$ cat src/rtl/uart_rx.sv
// uart_rx: 8N1 debug UART receiver with a one-entry valid/ready holding register.
// Define UART_RX_PARITY_EN for 8E1 framing; this adds the parity_err pulse output.
module uart_rx #(
    parameter int CLK_HZ = 24000000,
    parameter int BAUD   = 115200
) (
    input  logic       clk,
    input  logic       rst_n,
    input  logic       rx,
    output logic [7:0] rx_data,
    output logic       rx_valid,
    input  logic       rx_ready,
    output logic       frame_err,
    output logic       overrun,
`ifdef UART_RX_PARITY_EN
    output logic       parity_err,
`endif
    output logic       busy
);

    localparam int CLKS_PER_BIT = CLK_HZ / BAUD;
    localparam int CW = $clog2(CLKS_PER_BIT);
    localparam logic [CW-1:0] CNT_LAST = CW'(CLKS_PER_BIT - 1);
    // START is entered one clock after the synchronized edge; preload so the
    // start-bit sample still lands CLKS_PER_BIT/2 clocks after that edge.
    localparam logic [CW-1:0] CNT_START = CW'(CLKS_PER_BIT - CLKS_PER_BIT / 2 + 1);

    typedef enum logic [2:0] {
        S_IDLE,
        S_START,
        S_DATA,
        S_PARITY,
        S_STOP,
        S_BREAK
    } state_t;

    state_t        state, state_next;
    logic          sync1, line, line_d;
    logic [CW-1:0] cnt, cnt_next;
    logic [2:0]    idx, idx_next;
    logic [7:0]    shift, shift_next;
    logic          done, done_next;
    logic          ferr_next;
`ifdef UART_RX_PARITY_EN
    logic          perr_next;
`endif
    logic          fall, tick;

    assign fall = line_d & ~line;
    assign tick = (cnt == CNT_LAST);
    assign busy = (state != S_IDLE);

    always_ff @(posedge clk or negedge rst_n) begin
        if (!rst_n) begin
            sync1  <= 1'b1;
            line   <= 1'b1;
            line_d <= 1'b1;
        end else begin
            sync1  <= rx;
            line   <= sync1;
            line_d <= line;
        end
    end

    always_ff @(posedge clk or negedge rst_n) begin
        if (!rst_n) begin
            state      <= S_IDLE;
            cnt        <= '0;
            idx        <= '0;
            shift      <= '0;
            done       <= 1'b0;
            frame_err  <= 1'b0;
`ifdef UART_RX_PARITY_EN
            parity_err <= 1'b0;
`endif
        end else begin
            state      <= state_next;
            cnt        <= cnt_next;
            idx        <= idx_next;
            shift      <= shift_next;
            done       <= done_next;
            frame_err  <= ferr_next;
`ifdef UART_RX_PARITY_EN
            parity_err <= perr_next;
`endif
        end
    end

    always_comb begin
        state_next = state;
        cnt_next   = cnt;
        idx_next   = idx;
        shift_next = shift;
        done_next  = 1'b0;
        ferr_next  = 1'b0;
`ifdef UART_RX_PARITY_EN
        perr_next  = 1'b0;
`endif
        if (state != S_IDLE && state != S_BREAK) begin
            cnt_next = tick ? '0 : cnt + 1'b1;
        end
        case (state)
            S_IDLE: begin
                if (fall) begin
                    state_next = S_START;
                    cnt_next   = CNT_START;
                end
            end
            S_START: begin
                if (tick) begin
                    idx_next   = '0;
                    state_next = line ? S_IDLE : S_DATA;
                end
            end
            S_DATA: begin
                if (tick) begin
                    shift_next[idx] = line;
                    if (idx == 3'd7) begin
`ifdef UART_RX_PARITY_EN
                        state_next = S_PARITY;
`else
                        state_next = S_STOP;
`endif
                    end else begin
                        idx_next = idx + 3'd1;
                    end
                end
            end
`ifdef UART_RX_PARITY_EN
            S_PARITY: begin
                if (tick) begin
                    perr_next  = ^{shift, line};
                    state_next = S_STOP;
                end
            end
`endif
            S_STOP: begin
                if (tick) begin
                    if (line) begin
                        done_next  = 1'b1;
                        state_next = S_IDLE;
                    end else begin
                        ferr_next  = 1'b1;
                        state_next = S_BREAK;
                    end
                end
            end
            S_BREAK: begin
                if (line) begin
                    state_next = S_IDLE;
                end
            end
            default: state_next = S_IDLE;
        endcase
    end

    // A completed byte may replace the held one only when it is consumed in the same cycle.
    always_ff @(posedge clk or negedge rst_n) begin
        if (!rst_n) begin
            rx_data  <= '0;
            rx_valid <= 1'b0;
            overrun  <= 1'b0;
        end else begin
            overrun <= 1'b0;
            if (done) begin
                if (!rx_valid || rx_ready) begin
                    rx_data  <= shift;
                    rx_valid <= 1'b1;
                end else begin
                    overrun <= 1'b1;
                end
            end else if (rx_valid && rx_ready) begin
                rx_valid <= 1'b0;
            end
        end
    end

endmodule

$ cat config.mk
export PLATFORM = sky130hd
export DESIGN_NAME = uart_rx
export DESIGN_NICKNAME = d
export VERILOG_FILES = /design/src/rtl/uart_rx.sv
export SDC_FILE = /design/constraint.sdc
export NUM_CORES = 1
export LEC_CHECK = 0
export ABC_AREA = 1
export BUFFER_PORTS_ARGS = -buffer_cell sky130_fd_sc_hd__buf_2
export CORE_ASPECT_RATIO = 0.6
export CORE_MARGIN = 2
export CORE_UTILIZATION = 50
export CTS_BUF_LIST = sky130_fd_sc_hd__clkbuf_8
export DETAILED_ROUTE_END_ITERATION = 12
export PLACE_DENSITY = 0.81
export SLEW_MARGIN = 10
export SYNTH_ARGS = -nofsm -noshare
export SYNTH_HDL_FRONTEND = slang
export SYNTH_SLANG_ARGS = --single-unit
$ cat constraint.sdc
create_clock -name clk -period 1.3 [get_ports clk]
set_clock_uncertainty 0.05 [all_clocks]
set_input_delay 0.065 -clock clk [delete_from_list [all_inputs] [get_ports clk]]
set_output_delay 0.065 -clock clk [all_outputs]
set_load 0.1 [all_outputs]
## Word level (Yosys, flattened, before mapping)

Index checks and enable logic that the tools add are counted.

- $add $sub $neg: 2
- $lt $le $gt $ge: 2
- Equality and inequality tests: 15
- Multiplexer cells: 31
- Bitwise gates (word level): 2
- Reductions and logical operators: 14

Operator list:

| operator | count |
|---|---|
| 2-to-1 mux 8 bit | 4 |
| 2-to-1 mux 3 bit | 10 |
| one-hot mux 3 bit (5 select lines) | 1 |
| inequality test 2 bit (second input constant) | 7 |
| 2-to-1 mux 1 bit | 12 |
| equality test 3 bit (second input constant) | 3 |
| adder 8 x 1 -> 8 bit (second input constant) | 1 |
| bitwise mux 8 bit | 1 |
| equality test 8 bit (second input constant) | 1 |
| one-hot mux 3 bit (2 select lines) | 1 |
| AND reduction 2 bit | 3 |
| AND reduction 6 bit | 1 |
| < comparator 3 x 4 -> 1 bit (second input constant) | 1 |
| AND reduction 4 bit | 1 |
| nonzero test 2 bit | 2 |
| adder 3 x 1 -> 3 bit (second input constant) | 1 |
| demux 1 bit (select 3 bit) | 1 |
| equality test 3 x 1 -> 1 bit (second input constant) | 1 |
| equality test 3 x 2 -> 1 bit (second input constant) | 1 |
| >= comparator 3 x 1 -> 1 bit (second input constant) | 1 |
| logical AND 1 bit | 3 |
| zero test 3 bit | 1 |
| inequality test 3 bit (second input constant) | 1 |
| nonzero test 3 bit | 1 |
| 6 further kinds | 6 |

- Register bits: 37
- Output and inout bits: 12
- Logic and storage cells: 78

## Depth between registers and ports, before layout

- Depth after elaboration: 5
- Depth in mapped cells: 9
- Gate-level depth less buffers: 8

## Least setup slack after synthesis

Ideal clock, no wire load.

- Kind: register -> register
- Start: register rx_valid
- End: register rx_data[0]
- Library setup time: 0.126 ns
- Data arrival time: 1.688 ns
- Required time: 1.124 ns
- Slack: -0.564 ns
- Cell stages (with the launch flop): 4
- Period minus slack after synthesis: 1.864 ns
- Cell sequence: dfrtp_1 -> nand2_1 -> nand2_1 -> mux2_2

- Word-level cells in the longest chain between the ends: 3

Ends and longest elaborated chain:

| element | line | text |
|---|---|---|
| start, declared | 11 | `output logic rx_valid,` |
| start signal, assigned | 161 | `rx_valid <= 1'b0;` |
| start signal, assigned | 168 | `rx_valid <= 1'b1;` |
| start signal, assigned | 173 | `rx_valid <= 1'b0;` |
| zero test 1 bit | 166 | `if (!rx_valid \|\| rx_ready) begin` |
| logical OR 1 bit | 166 |  |
| AND reduction 2 bit (no source line) | -- |  |
| end signal, assigned | 167 | `rx_data <= shift;` |
| end, declared | 10 | `output logic [7:0] rx_data,` |

No other way between the ends.
A chain may end at the register's enable or synchronous reset.

## Worst setup path after layout

- Start: register cnt[4]
- End: register idx[2]

- Word-level cells in the longest chain between the ends: 3
- Elaborated cells on any way between the ends: 4

Ends and longest elaborated chain:

| element | line | text |
|---|---|---|
| start, declared | 39 | `logic [CW-1:0] cnt, cnt_next;` |
| start signal, assigned | 78 | `cnt <= cnt_next;` |
| equality test 8 bit (*) | 50 | `assign tick = (cnt == CNT_LAST);` |
| inequality test 2 bit (no source line) | -- |  |
| AND reduction 4 bit (no source line) (*) | -- |  |
| end signal, assigned | 79 | `idx <= idx_next;` |
| end, declared | 40 | `logic [2:0] idx, idx_next;` |

Mark *: on every way between the ends. The rest lies on a longest branch, timed or not.

==> results.yml <==
status:
  status: "finished, violations left"
  violations: "negative setup slack"
global_routing:
  grt_max_degree: 22
  gr-total-overflow: 0
  first_global_vias: 1615
  grtUsageMet1_pct: 35.4
  track_usage_pct: 26.3
  grt-busiest-layer: "met2"
  use_met2_pct: 41.7
  grt_pass1_wl_um: 7850
  antenna_found_initial: 0
  globalRouteMet3Util_pct: 6.29
synthesis:
  yosys_register_bits: 37
  yosysWarnings: 0
  syn_nets: 215
  netlist_top_cells_area: "dfrtp_1, nand2_1, nand3_1"
  yosysSeqAreaShare_pct: 51.6
  netlist.area_leader.share_pct: 47.3
  syn_avg_cell_area_um2: 8.66
  syn_area_um2: 1800
  yosysTopAreaCell: "dfrtp_1"
  synthCells: 208
  yosysUniqueCellTypes: 24
clocking:
  cts_buffers: 5
  clk_pin_slew_ns: 0.08
  cts_num_sinks: 37
  tritoncts: "built"
  clockBufferDepth: 2
  cts.htree.levels: 2
  clk_latency_ns: 0.29
  clock-root-buffer: "clkbuf_8"
power:
  power.leakage_nw: 1.39
  ir_drop_mv: 1.81
  fin_total_pwr_mw: 5.13
  power_density_nw_per_um2: 1900
timing:
  rsz0062_at_grt: "yes"
  timing.final.hold_violations: 0
  slew_headroom_pct: 67.7
  min_period_over_period_pct: 117
  fin_crit_ns: 1.53
  hold_ws_ns: 0.0307
  max_freq_ghz: 0.655
  setup_ws_ns: -0.226
  slew_viol_final: 0
  finalSetupTns_ns: -3.03
  max_slew.worst_pin.slew_ns: 0.488
  setup_violations: 23
place:
  gp_congestion: 0.820
  dp_hpwl_um: 2920
  dp_cells: 291
  portBuffers: 15
  pre_cts_slack_ns: -0.159
  placed_cell_area_um2: 2220
final_layout:
  utilization_pct: 80.5
  final_cell_area_um2: 2690
  fin_cells: 316
  final_layout_size_suffix_gt1_share_pct: 48.7
  areaGrowthSynthToFinish_pct: 49.5
  n_antenna_cell: 0
  layout.nets: 277
drt:
  final_antenna_net_count: 0
  wl_per_cell_um: 17.5
  drc_errors: 0
  via_count: 1839
  drt-initial-drc-count: 212
  postRouteWirelength_um: 5540
  avgViaCountPerCell: 5.82
  drt_pass1_iterations: 5
run:
  maxCapViolations: 0
floorplanning:
  die_w_um: 81.5
  pin_count: 16
  die_h_um: 50.5
  rows: 16
  die_area_um2: 4110
  initial_core_util_pct: 53.9
  core_area_um2: 3340
worst_hold_path:
  hold_depth: 4
  hold_class: "primary input to flip-flop"
worst_setup_path:
  path_class: "flip-flop to flip-flop"
  crit_path_end_kind: "flip-flop"
  reg2reg_depth: 8
  cp_max_fo: 6
  cp.required_ns: 1.42
  start_kind: "flip-flop"
  arrival_ns: 1.64
==> synthesized netlist by cell type <==
library cell	n
a21oi_2	1
dfrtp_1	34
dfstp_2	3
o21ai_2	1
nand3b_1	1
nand3_2	2
nor3_1	1
clkinv_1	1
buf_6	1
nand3_1	24
nand2_1	60
nor2_2	1
mux2_2	8
o21ai_0	8
nor2_1	19
nor2_8	1
inv_2	1
nand2_4	2
ha_1	3
buf_2	1
nand2_2	2
nand4_1	11
inv_1	21
clkbuf_1	1
==> logic make-up (layout without fill, tap and decap cells) <==
| logic type | after synthesis | count (layout) | synth area share, % |
|---|---|---|---|
| flops | 37 | 37 | 51.6 |
| simple gates | 124 | 125 | 32.2 |
| fa+ha+maj | 3 | 3 | 2.09 |
| mux | 8 | 8 | 5.00 |
| buf+inv | 26 | 88 | 5.91 |
| compound gates | 10 | 10 | 3.20 |
==> worst max-delay path: stages (launching register included) <==
cell and delay [ns]:
dfrtp_1 0.42, inv_2 0.10, nand2_2 0.08, nor2_4 0.19, nand2_8 0.11, inv_1 0.08, nand3_2 0.16, nand2_1 0.11
o21ai_0 0.10
==> final cells by class <==
class                   instances  area (µm²)
fillers                       173         652
repair buffers                 57         460
clock buffers                   5        68.8
well taps                      45        56.3
flip-flops and latches         37         937
multi-input cells             146        1060
inverters                      23        92.6
clock inverters                 3        13.8
==> power breakdown <==
group | internal, mW | leakage (nW) | total [mW] | switching [mW]
registers | 1.31 | 0.478 | 1.52 | 0.210
logic | 1.20 | 0.860 | 2.80 | 1.60
clock network | 0.364 | 0.0491 | 0.798 | 0.434
==> what timing repair did <==
item,in CTS,in global routing
pin swaps,10,24
hold buffers,2,0
buffers inserted,7,9
hold endpoints to repair,38,0
gates cloned,1,0
resized for setup,36,31
endpoints found under the setup margin,19,24
==> worst paths after layout <==
check	from	to	slack, ns
max in group asynchronous	rst_n	rx_valid	0.54
min reg2reg	sync1	line	0.31
max reg2reg	cnt[4]	idx[2]	-0.23
min	rx_ready	overrun	0.03
max	cnt[4]	idx[2]	-0.23
min in group asynchronous	rst_n	state[0]	0.19
==> placed cells by master, fill, tap and decap left out, types with 2 or more instances in the layout <==
master         instances
buf_12                 2
buf_2                 14
buf_4                 29
buf_6                 10
clkbuf_8               5
clkinv_2               2
dfrtp_1               30
dfrtp_2                3
dfstp_2                3
dlygate4sd3_1          2
ha_4                   2
inv_1                 16
inv_2                  6
mux2_2                 2
mux2_4                 6
nand2_1               50
nand2_2                6
nand2_4                4
nand2_8                4
nand3_1               11
nand3_2               13
nand3_4                2
nand4_1               11
nor2_1                12
nor2_2                 2
nor2_4                 7
o21ai_0                4
o21ai_1                2
o21ai_2                3
==> registers in the layout (all words and copies together) (netlist names) <==
name and flops:
rx_valid 1, line 1, cnt 8, sync1 1
rx_data 8, line_d 1, idx 3, state 3
shift 8, done 1, overrun 1, frame_err 1
==> layer usage <==
metal | up-vias | share of wire, % | wire length (µm)
met5 | - | 0 | 0
met4 | 0 | 2.9 | 158
li1 | 803 | - | -
met3 | 20 | 7.8 | 433
met2 | 118 | 48 | 2680
met1 | 898 | 41 | 2270
Power figures use the tool's default switching activity.
